File: src/rtl/eq2_compare_sequencer_if.sv
// Request/result handshake plus the slice bus to the shared external eq2 comparator.
// The master side is the requester together with the comparator.
interface eq2_compare_sequencer_if #(
    parameter int unsigned WIDTH = 8
);
    localparam int unsigned N    = WIDTH / 2;
    localparam int unsigned IDXW = (N > 1) ? $clog2(N) : 1;

    logic             in_valid;
    logic             in_ready;
    logic [WIDTH-1:0] a;
    logic [WIDTH-1:0] b;
    logic [1:0]       slice_a;
    logic [1:0]       slice_b;
    logic             slice_eq;
    logic             out_valid;
    logic             out_ready;
    logic             out_eq;
    logic [IDXW-1:0]  out_mismatch_idx;
    logic             busy;

    modport master (
        output in_valid, a, b, slice_eq, out_ready,
        input  in_ready, slice_a, slice_b, out_valid, out_eq, out_mismatch_idx, busy
    );

    modport slave (
        input  in_valid, a, b, slice_eq, out_ready,
        output in_ready, slice_a, slice_b, out_valid, out_eq, out_mismatch_idx, busy
    );
endinterface

File: src/rtl/eq2_compare_sequencer.sv
// Compares two WIDTH-bit operands one 2-bit slice per cycle (LSB first) through a
// shared external eq2 comparator, reporting overall equality and lowest mismatching slice.
module eq2_compare_sequencer #(
    parameter int unsigned WIDTH      = 8,
    parameter bit          EARLY_EXIT = 1'b1
) (
    input  logic                   clk,
    input  logic                   reset,
    eq2_compare_sequencer_if.slave bus
);
    localparam int unsigned N    = WIDTH / 2;
    localparam int unsigned IDXW = (N > 1) ? $clog2(N) : 1;
    localparam logic [IDXW-1:0] LAST_IDX = IDXW'(N - 1);

    typedef enum logic [1:0] {
        S_IDLE = 2'd0,
        S_RUN  = 2'd1,
        S_DONE = 2'd2
    } state_t;

    state_t           state_q;
    logic [WIDTH-1:0] a_q;
    logic [WIDTH-1:0] b_q;
    logic [IDXW-1:0]  idx_q;
    logic [IDXW-1:0]  mis_q;
    logic             eq_q;
    logic [1:0]       slice_a_c;
    logic [1:0]       slice_b_c;

    // Slice mux towards the comparator; parked at zero outside RUN.
    always_comb begin
        slice_a_c = 2'b00;
        slice_b_c = 2'b00;
        if (state_q == S_RUN) begin
            slice_a_c = 2'(a_q >> {idx_q, 1'b0});
            slice_b_c = 2'(b_q >> {idx_q, 1'b0});
        end
    end

    always_ff @(posedge clk) begin
        if (reset) begin
            state_q <= S_IDLE;
            a_q     <= '0;
            b_q     <= '0;
            idx_q   <= '0;
            mis_q   <= '0;
            eq_q    <= 1'b0;
        end else begin
            case (state_q)
                S_IDLE: begin
                    if (bus.in_valid) begin
                        a_q     <= bus.a;
                        b_q     <= bus.b;
                        idx_q   <= '0;
                        eq_q    <= 1'b1;
                        mis_q   <= '0;
                        state_q <= S_RUN;
                    end
                end
                S_RUN: begin
                    // Only the first (lowest) mismatching slice is recorded.
                    if (!bus.slice_eq && eq_q) begin
                        eq_q  <= 1'b0;
                        mis_q <= idx_q;
                    end
                    if ((!bus.slice_eq && EARLY_EXIT) || (idx_q == LAST_IDX)) begin
                        state_q <= S_DONE;
                    end else begin
                        idx_q <= idx_q + IDXW'(1);
                    end
                end
                S_DONE: begin
                    if (bus.out_ready) begin
                        state_q <= S_IDLE;
                    end
                end
                default: state_q <= S_IDLE;
            endcase
        end
    end

    assign bus.in_ready         = (state_q == S_IDLE);
    assign bus.busy             = (state_q != S_IDLE);
    assign bus.out_valid        = (state_q == S_DONE);
    assign bus.out_eq           = eq_q;
    assign bus.out_mismatch_idx = mis_q;
    assign bus.slice_a          = slice_a_c;
    assign bus.slice_b          = slice_b_c;
endmodule

File: src/flat_wrapper.sv
// flat-port wrapper written by rule: the top's interface ports become plain ports
module eq2_compare_sequencer_flat 
#(
    parameter int unsigned WIDTH      = 8,
    parameter bit          EARLY_EXIT = 1'b1
)
  (clk, reset, bus_in_valid, bus_a, bus_b, bus_slice_eq, bus_out_ready, bus_in_ready, bus_slice_a, bus_slice_b, bus_out_valid, bus_out_eq, bus_out_mismatch_idx, bus_busy);
  eq2_compare_sequencer_if #(.WIDTH(WIDTH)) bus_i ();
  input  logic clk;
  input  logic reset;
  input wire logic [$bits(bus_i.in_valid)-1:0] bus_in_valid;
  input wire logic [$bits(bus_i.a)-1:0] bus_a;
  input wire logic [$bits(bus_i.b)-1:0] bus_b;
  input wire logic [$bits(bus_i.slice_eq)-1:0] bus_slice_eq;
  input wire logic [$bits(bus_i.out_ready)-1:0] bus_out_ready;
  output wire logic [$bits(bus_i.in_ready)-1:0] bus_in_ready;
  output wire logic [$bits(bus_i.slice_a)-1:0] bus_slice_a;
  output wire logic [$bits(bus_i.slice_b)-1:0] bus_slice_b;
  output wire logic [$bits(bus_i.out_valid)-1:0] bus_out_valid;
  output wire logic [$bits(bus_i.out_eq)-1:0] bus_out_eq;
  output wire logic [$bits(bus_i.out_mismatch_idx)-1:0] bus_out_mismatch_idx;
  output wire logic [$bits(bus_i.busy)-1:0] bus_busy;
  assign bus_i.in_valid = bus_in_valid;
  assign bus_i.a = bus_a;
  assign bus_i.b = bus_b;
  assign bus_i.slice_eq = bus_slice_eq;
  assign bus_i.out_ready = bus_out_ready;
  assign bus_in_ready = bus_i.in_ready;
  assign bus_slice_a = bus_i.slice_a;
  assign bus_slice_b = bus_i.slice_b;
  assign bus_out_valid = bus_i.out_valid;
  assign bus_out_eq = bus_i.out_eq;
  assign bus_out_mismatch_idx = bus_i.out_mismatch_idx;
  assign bus_busy = bus_i.busy;
  eq2_compare_sequencer #(.WIDTH(WIDTH), .EARLY_EXIT(EARLY_EXIT)) u_core (.clk(clk), .reset(reset), .bus(bus_i));
endmodule
File: config.mk
export PLATFORM = sky130hd
export DESIGN_NAME = eq2_compare_sequencer_flat
export DESIGN_NICKNAME = d
export VERILOG_FILES = /design/src/rtl/eq2_compare_sequencer_if.sv /design/src/rtl/eq2_compare_sequencer.sv /design/src/flat_wrapper.sv
export SDC_FILE = /design/constraint.sdc
export NUM_CORES = 1
export LEC_CHECK = 0
export ABC_AREA = 1
export CAP_MARGIN = 10
export CORE_MARGIN = 3
export CORE_UTILIZATION = 40
export CTS_CLUSTER_DIAMETER = 80
export DETAILED_ROUTE_END_ITERATION = 16
export HOLD_SLACK_MARGIN = 0.12
export MAX_ROUTING_LAYER = met4
export PLACE_DENSITY = 0.69
export RECOVER_POWER = 100
export SYNTH_ARGS = -nofsm -noshare
export SYNTH_HDL_FRONTEND = slang
export SYNTH_SLANG_ARGS = --single-unit
File: constraint.sdc
create_clock -name clk -period 2.6 [get_ports clk]
set_input_delay 0.26 -clock clk [delete_from_list [all_inputs] [get_ports clk]]
set_output_delay 0.26 -clock clk [all_outputs]
set_load 0.02 [all_outputs]
Word level (Yosys, flattened, before mapping)
Cells that the tools add are included.
{"block": "classes", "n_addsub": 1, "eq_ne": 8, "shift": 2, "muxes": 14, "n_reduce_logical": 10}
{"operator": "two-way mux 2 bit", "count": 8}
{"operator": "right shift 8 x 3 -> 2 bit", "count": 2}
{"operator": "!= test 2 bit (second input constant)", "count": 5}
{"operator": "AND reduction 3 bit", "count": 3}
{"operator": "one-hot mux 2 bit (2 select lines)", "count": 2}
{"operator": "one-hot mux 2 bit (3 select lines)", "count": 1}
{"operator": "== test 2 bit (second input constant)", "count": 2}
{"operator": "nonzero test 2 bit", "count": 2}
{"operator": "adder 2 x 1 -> 2 bit (second input constant)", "count": 1}
{"operator": "== test 2 x 1 -> 1 bit (second input constant)", "count": 1}
{"operator": "logical NOT 2 bit", "count": 1}
{"operator": "two-way mux 1 bit", "count": 2}
{"operator": "one-hot mux 1 bit (2 select lines)", "count": 1}
{"operator": "AND reduction 2 bit", "count": 1}
{"operator": "logical AND 1 bit", "count": 1}
{"operator": "logical NOT 1 bit", "count": 1}
{"operator": "logical OR 1 bit", "count": 1}
{"block": "word_totals", "ff_bits": 23, "out_inout_bits": 10}

Logic depth before layout (Yosys ltp)
{"block": "logic_depth", "word_depth": 4, "ltp_mapped": 8, "ltp_nobuf": 8}

Worst setup path before layout
OpenSTA, ideal clock, no wires.
{"block": "synth_path", "path_kind": "reg2out", "startpoint": "reg u_core.idx_q[0]", "endpoint": "out bus_slice_a[0]", "arrival_ps": 1081, "t_required_ps": 2340, "path_slack_ps": 1259, "stages_incl_launch_ff": 5, "path_cell_list": "dfxtp_1 -> buf_2 -> inv_1 -> o21ai_0 -> a21oi_1"}
{"block": "synth_between", "elab_chain_len": 2}
{"element": "from (decl)", "line_no": "eq2_compare_sequencer.sv:24", "rtl": "logic [IDXW-1:0] idx_q;"}
{"element": "from (signal assigned)", "line_no": "eq2_compare_sequencer.sv:69", "rtl": "idx_q <= idx_q + IDXW'(1);"}
{"element": "right shift 8 x 3 -> 2 bit", "line_no": "eq2_compare_sequencer.sv:35", "rtl": "slice_a_c = 2'(a_q >> {idx_q, 1'b0});"}
{"element": "two-way mux 2 bit", "line_no": "eq2_compare_sequencer.sv:34", "rtl": "if (state_q == S_RUN) begin"}
{"element": "to (decl)", "line_no": "flat_wrapper.sv:17", "rtl": "output wire logic [$bits(bus_i.slice_a)-1:0] bus_slice_a;"}
No other way between the ends.

Final worst setup path
{"block": "layout_path", "startpoint": "reg u_core.state_q[0]", "endpoint": "out bus_slice_a[1]"}
{"block": "layout_between", "elab_chain_len": 2}
{"element": "from (decl)", "line_no": "eq2_compare_sequencer.sv:21", "rtl": "state_t state_q;"}
{"element": "from (signal assigned)", "line_no": "eq2_compare_sequencer.sv:42", "rtl": "state_q <= S_IDLE;"}
{"element": "from (signal assigned)", "line_no": "eq2_compare_sequencer.sv:57", "rtl": "state_q <= S_RUN;"}
{"element": "from (signal assigned)", "line_no": "eq2_compare_sequencer.sv:67", "rtl": "state_q <= S_DONE;"}
{"element": "== test 2 x 1 -> 1 bit", "line_no": "eq2_compare_sequencer.sv:34"}
{"element": "two-way mux 2 bit", "line_no": "eq2_compare_sequencer.sv:34"}
No other way between the ends.

==> results.md <==
- Status: finished, final reports clean
- Final hold vios: 0
- Num ports: 31
- Hold WC Path Type: register to register
- Max rail drop VDD: roughly 290 uV
- Leakage: between 0.5 and 0.6 nW
- Post-synth top area share: 0.4345
- Setup TNS: 0 ns
- Total number of vias: around 1000
- Mapped Nets: about 180
- Layout area overhead: 27.75%
- YS warnings: 0
- Slew HR: 0.5789
- Initial antenna violation count: 0
- Synth Register Bits: 23
- Leading area contributor after synthesis: dfxtp_1
- Total of max-cap violations: 0
- Postcts setup bufs: 0
- Mean post-synth cell area: between 6 and 7 sq um
- DR iter-0 viols: 18
- Pwr Total: ~0.0007 W
- Global route overflow: 0
- First-pass GRT wire length: just over 4 mm
- Die Footprint: 0.003303 sq mm
- Setup-failing EPs final: 0
- Hold slack: 0.4871 ns
- WL per Instance: 10.38 microns
- Clk root buf: clkbuf_4
- Critical path arrival: slightly above 2 ns
- DR vias/cell: approximately 4.9
- Max-slew violation count: 0
- Final HPWL DP: roughly 1.7 mm
- Routed Wire Length: approximately 2.2 mm
- Die Y: approximately 57 microns
- Htree depth: 1
- Total GRT Usage: 0.1586
- # rows: 18
- CTS tree: yes
- Diodes inserted: 0
- Placed Cells: approximately 210
- DRT Pass-1 Iters: 4
- Period utilization: 0.8862
- PD cells: between 500 and 600 mW/mm^2
- PortBufs: 30
- Fillers: between 200 and 300
- Hold_buf cts: 0
- RSZ-0062 raised after global routing: no
- Setup crit end kind: output port
- Synth cell types: 19
- Least-Margin Pin Slew: approximately 0.63 ns
- ANT nets after route: 0
- Gpl congestion: 0.8049
- Layout cell share with drive strength beyond 1: 0.03846
- Startpoint Class: register
- Clk_skew: ~0.0074 ns
- Vias in the first global route: approximately 1000
- Post-layout min period: 2.304 ns
- Num CTS Buffers: 3
- Req. time, crit path: between 2 and 2.5 ns
- Critical path class: register to output port
- Synth area leaders: dfxtp_1, nor2_1, o21ai_0
- # clock sinks: 23
- Clock slew at reported path FFs: about 0.12 ns
- Final core utilization: 0.5415
- Sequential area share after synthesis: 0.4345
- Core Area: around 0.0025 sq mm
- Final instance count without filler cells: 212
- Die X: 57.47 microns
- Net count, final: roughly 200
- Post-cts sizing count: 0
- DRC: 0
- Largest net degree at the start of global routing: 23
- Synthesized area: approximately 0.0011 sq mm
- Crit path max fanout: 6
- Clock latency on the worst-skew pair: around 0.3 ns
- Synth Instances: ~150
- Achievable Freq: ~0.43 GHz
- Max clock buf depth: 2
- Initial Utilization: 0.4239
-- kinds of logic after synthesis --
group           count (synthesis)  share of synthesized area
compound gates                 32                     0.1511
fa+ha+maj                       1                    0.01180
buf+inv                        18                    0.09445
flops                          23                     0.4345
simple gates                   79                     0.3081
-- cells in the final DEF (no fill, tap or decap) --
cell type	n
a21oi_1	8
clkbuf_1	1
clkbuf_4	3
clkdlybuf4s50_1	22
clkinvlp_2	1
dfxtp_1	23
dlygate4sd3_1	8
ha_1	1
inv_1	10
inv_2	2
nand2_1	12
nand2_2	1
nand3_1	5
nor2_1	60
nor3_1	1
o21ai_0	24
-- state kept, by name, indices dropped and copies added (netlist names) --
name and count:
u_core.a_q 8, u_core.bus.out_mismatch_idx 2, u_core.state_q 2, u_core.b_q 8, u_core.bus.out_eq 1, u_core.idx_q 2
-- final cells by class --
type / instances / area [sq um] / share of cell area
multi-input cells: 112 / 479.2 / 0.3540
flip-flops and latches: 23 / 460.4 / 0.3401
repair buffers: 30 / 300.3 / 0.2218
inverters: 13 / 50.05 / 0.03697
well taps: 30 / 37.54 / 0.02773
clock buffers: 4 / 26.28 / 0.01941
-- final timing paths --
check | startpoint | to | slack, ns | depth (start not counted)
worst min-delay path | u_core.bus.out_eq$_SDFFE_PP0P_ | u_core.bus.out_eq$_SDFFE_PP0P_ | 0.49 | 2
worst max-delay path | u_core.state_q[0]$_SDFFE_PP0P_ | bus_slice_a[1] | 0.30 | 5
worst min register to register | u_core.bus.out_eq$_SDFFE_PP0P_ | u_core.bus.out_eq$_SDFFE_PP0P_ | 0.49 | 2
worst max register to register | u_core.state_q[0]$_SDFFE_PP0P_ | u_core.b_q[5]$_SDFFE_PP0P_ | 0.56 | 5
-- Yosys cell counts --
cell     instances
nand2_4          1
nand2_2          2
nor2_4           1
buf_8            1
nor2_1          58
nand3_1          5
nor2_2           1
nand2_1         10
dfxtp_1         23
a21oi_1          8
buf_2            1
buf_6            2
inv_6            1
ha_1             1
nor3_1           1
o21ai_0         24
inv_2            2
buf_1            1
inv_1           10
-- stage by stage --
| stage | worst slack [ns] | area [sq um] |
|---|---|---|
| after CTS | 0.3836 | 1378 |
| after global placement | 0.7957 | 1351 |
| after floorplan | 1.259 | 1060 |
| final | 0.2958 | 1354 |
| after global routing | 0.1143 | 1354 |
| after detailed placement | 0.7441 | 1351 |
-- routing by layer --
layer | vias to the layer above | track usage | part of all wire
met1 | 461 | 0.1702 | 0.45
met3 | 4 | 0.02262 | 0.042
met5 | - | - | 0
met2 | 23 | 0.2952 | 0.50
met4 | 0 | 0.04967 | 0.010
li1 | 541 | - | -
-- power by group --
part	switching, W	internal [W]	total [W]
clock network	0.0000958	0.0000597	0.000156
logic	0.0000869	0.0000737	0.000161
registers	0.0000183	0.000383	0.000401
total	0.000201	0.000516	0.000717
-- worst max-delay path, cell delays in order (launching register included) --
cell	delay [ns]
dfxtp_1	0.40
inv_2	0.04
nor2_1	0.33
inv_2	0.13
a21oi_1	0.15
dlygate4sd3_1	0.69
Note: power is estimated with default switching activity, not from simulation.
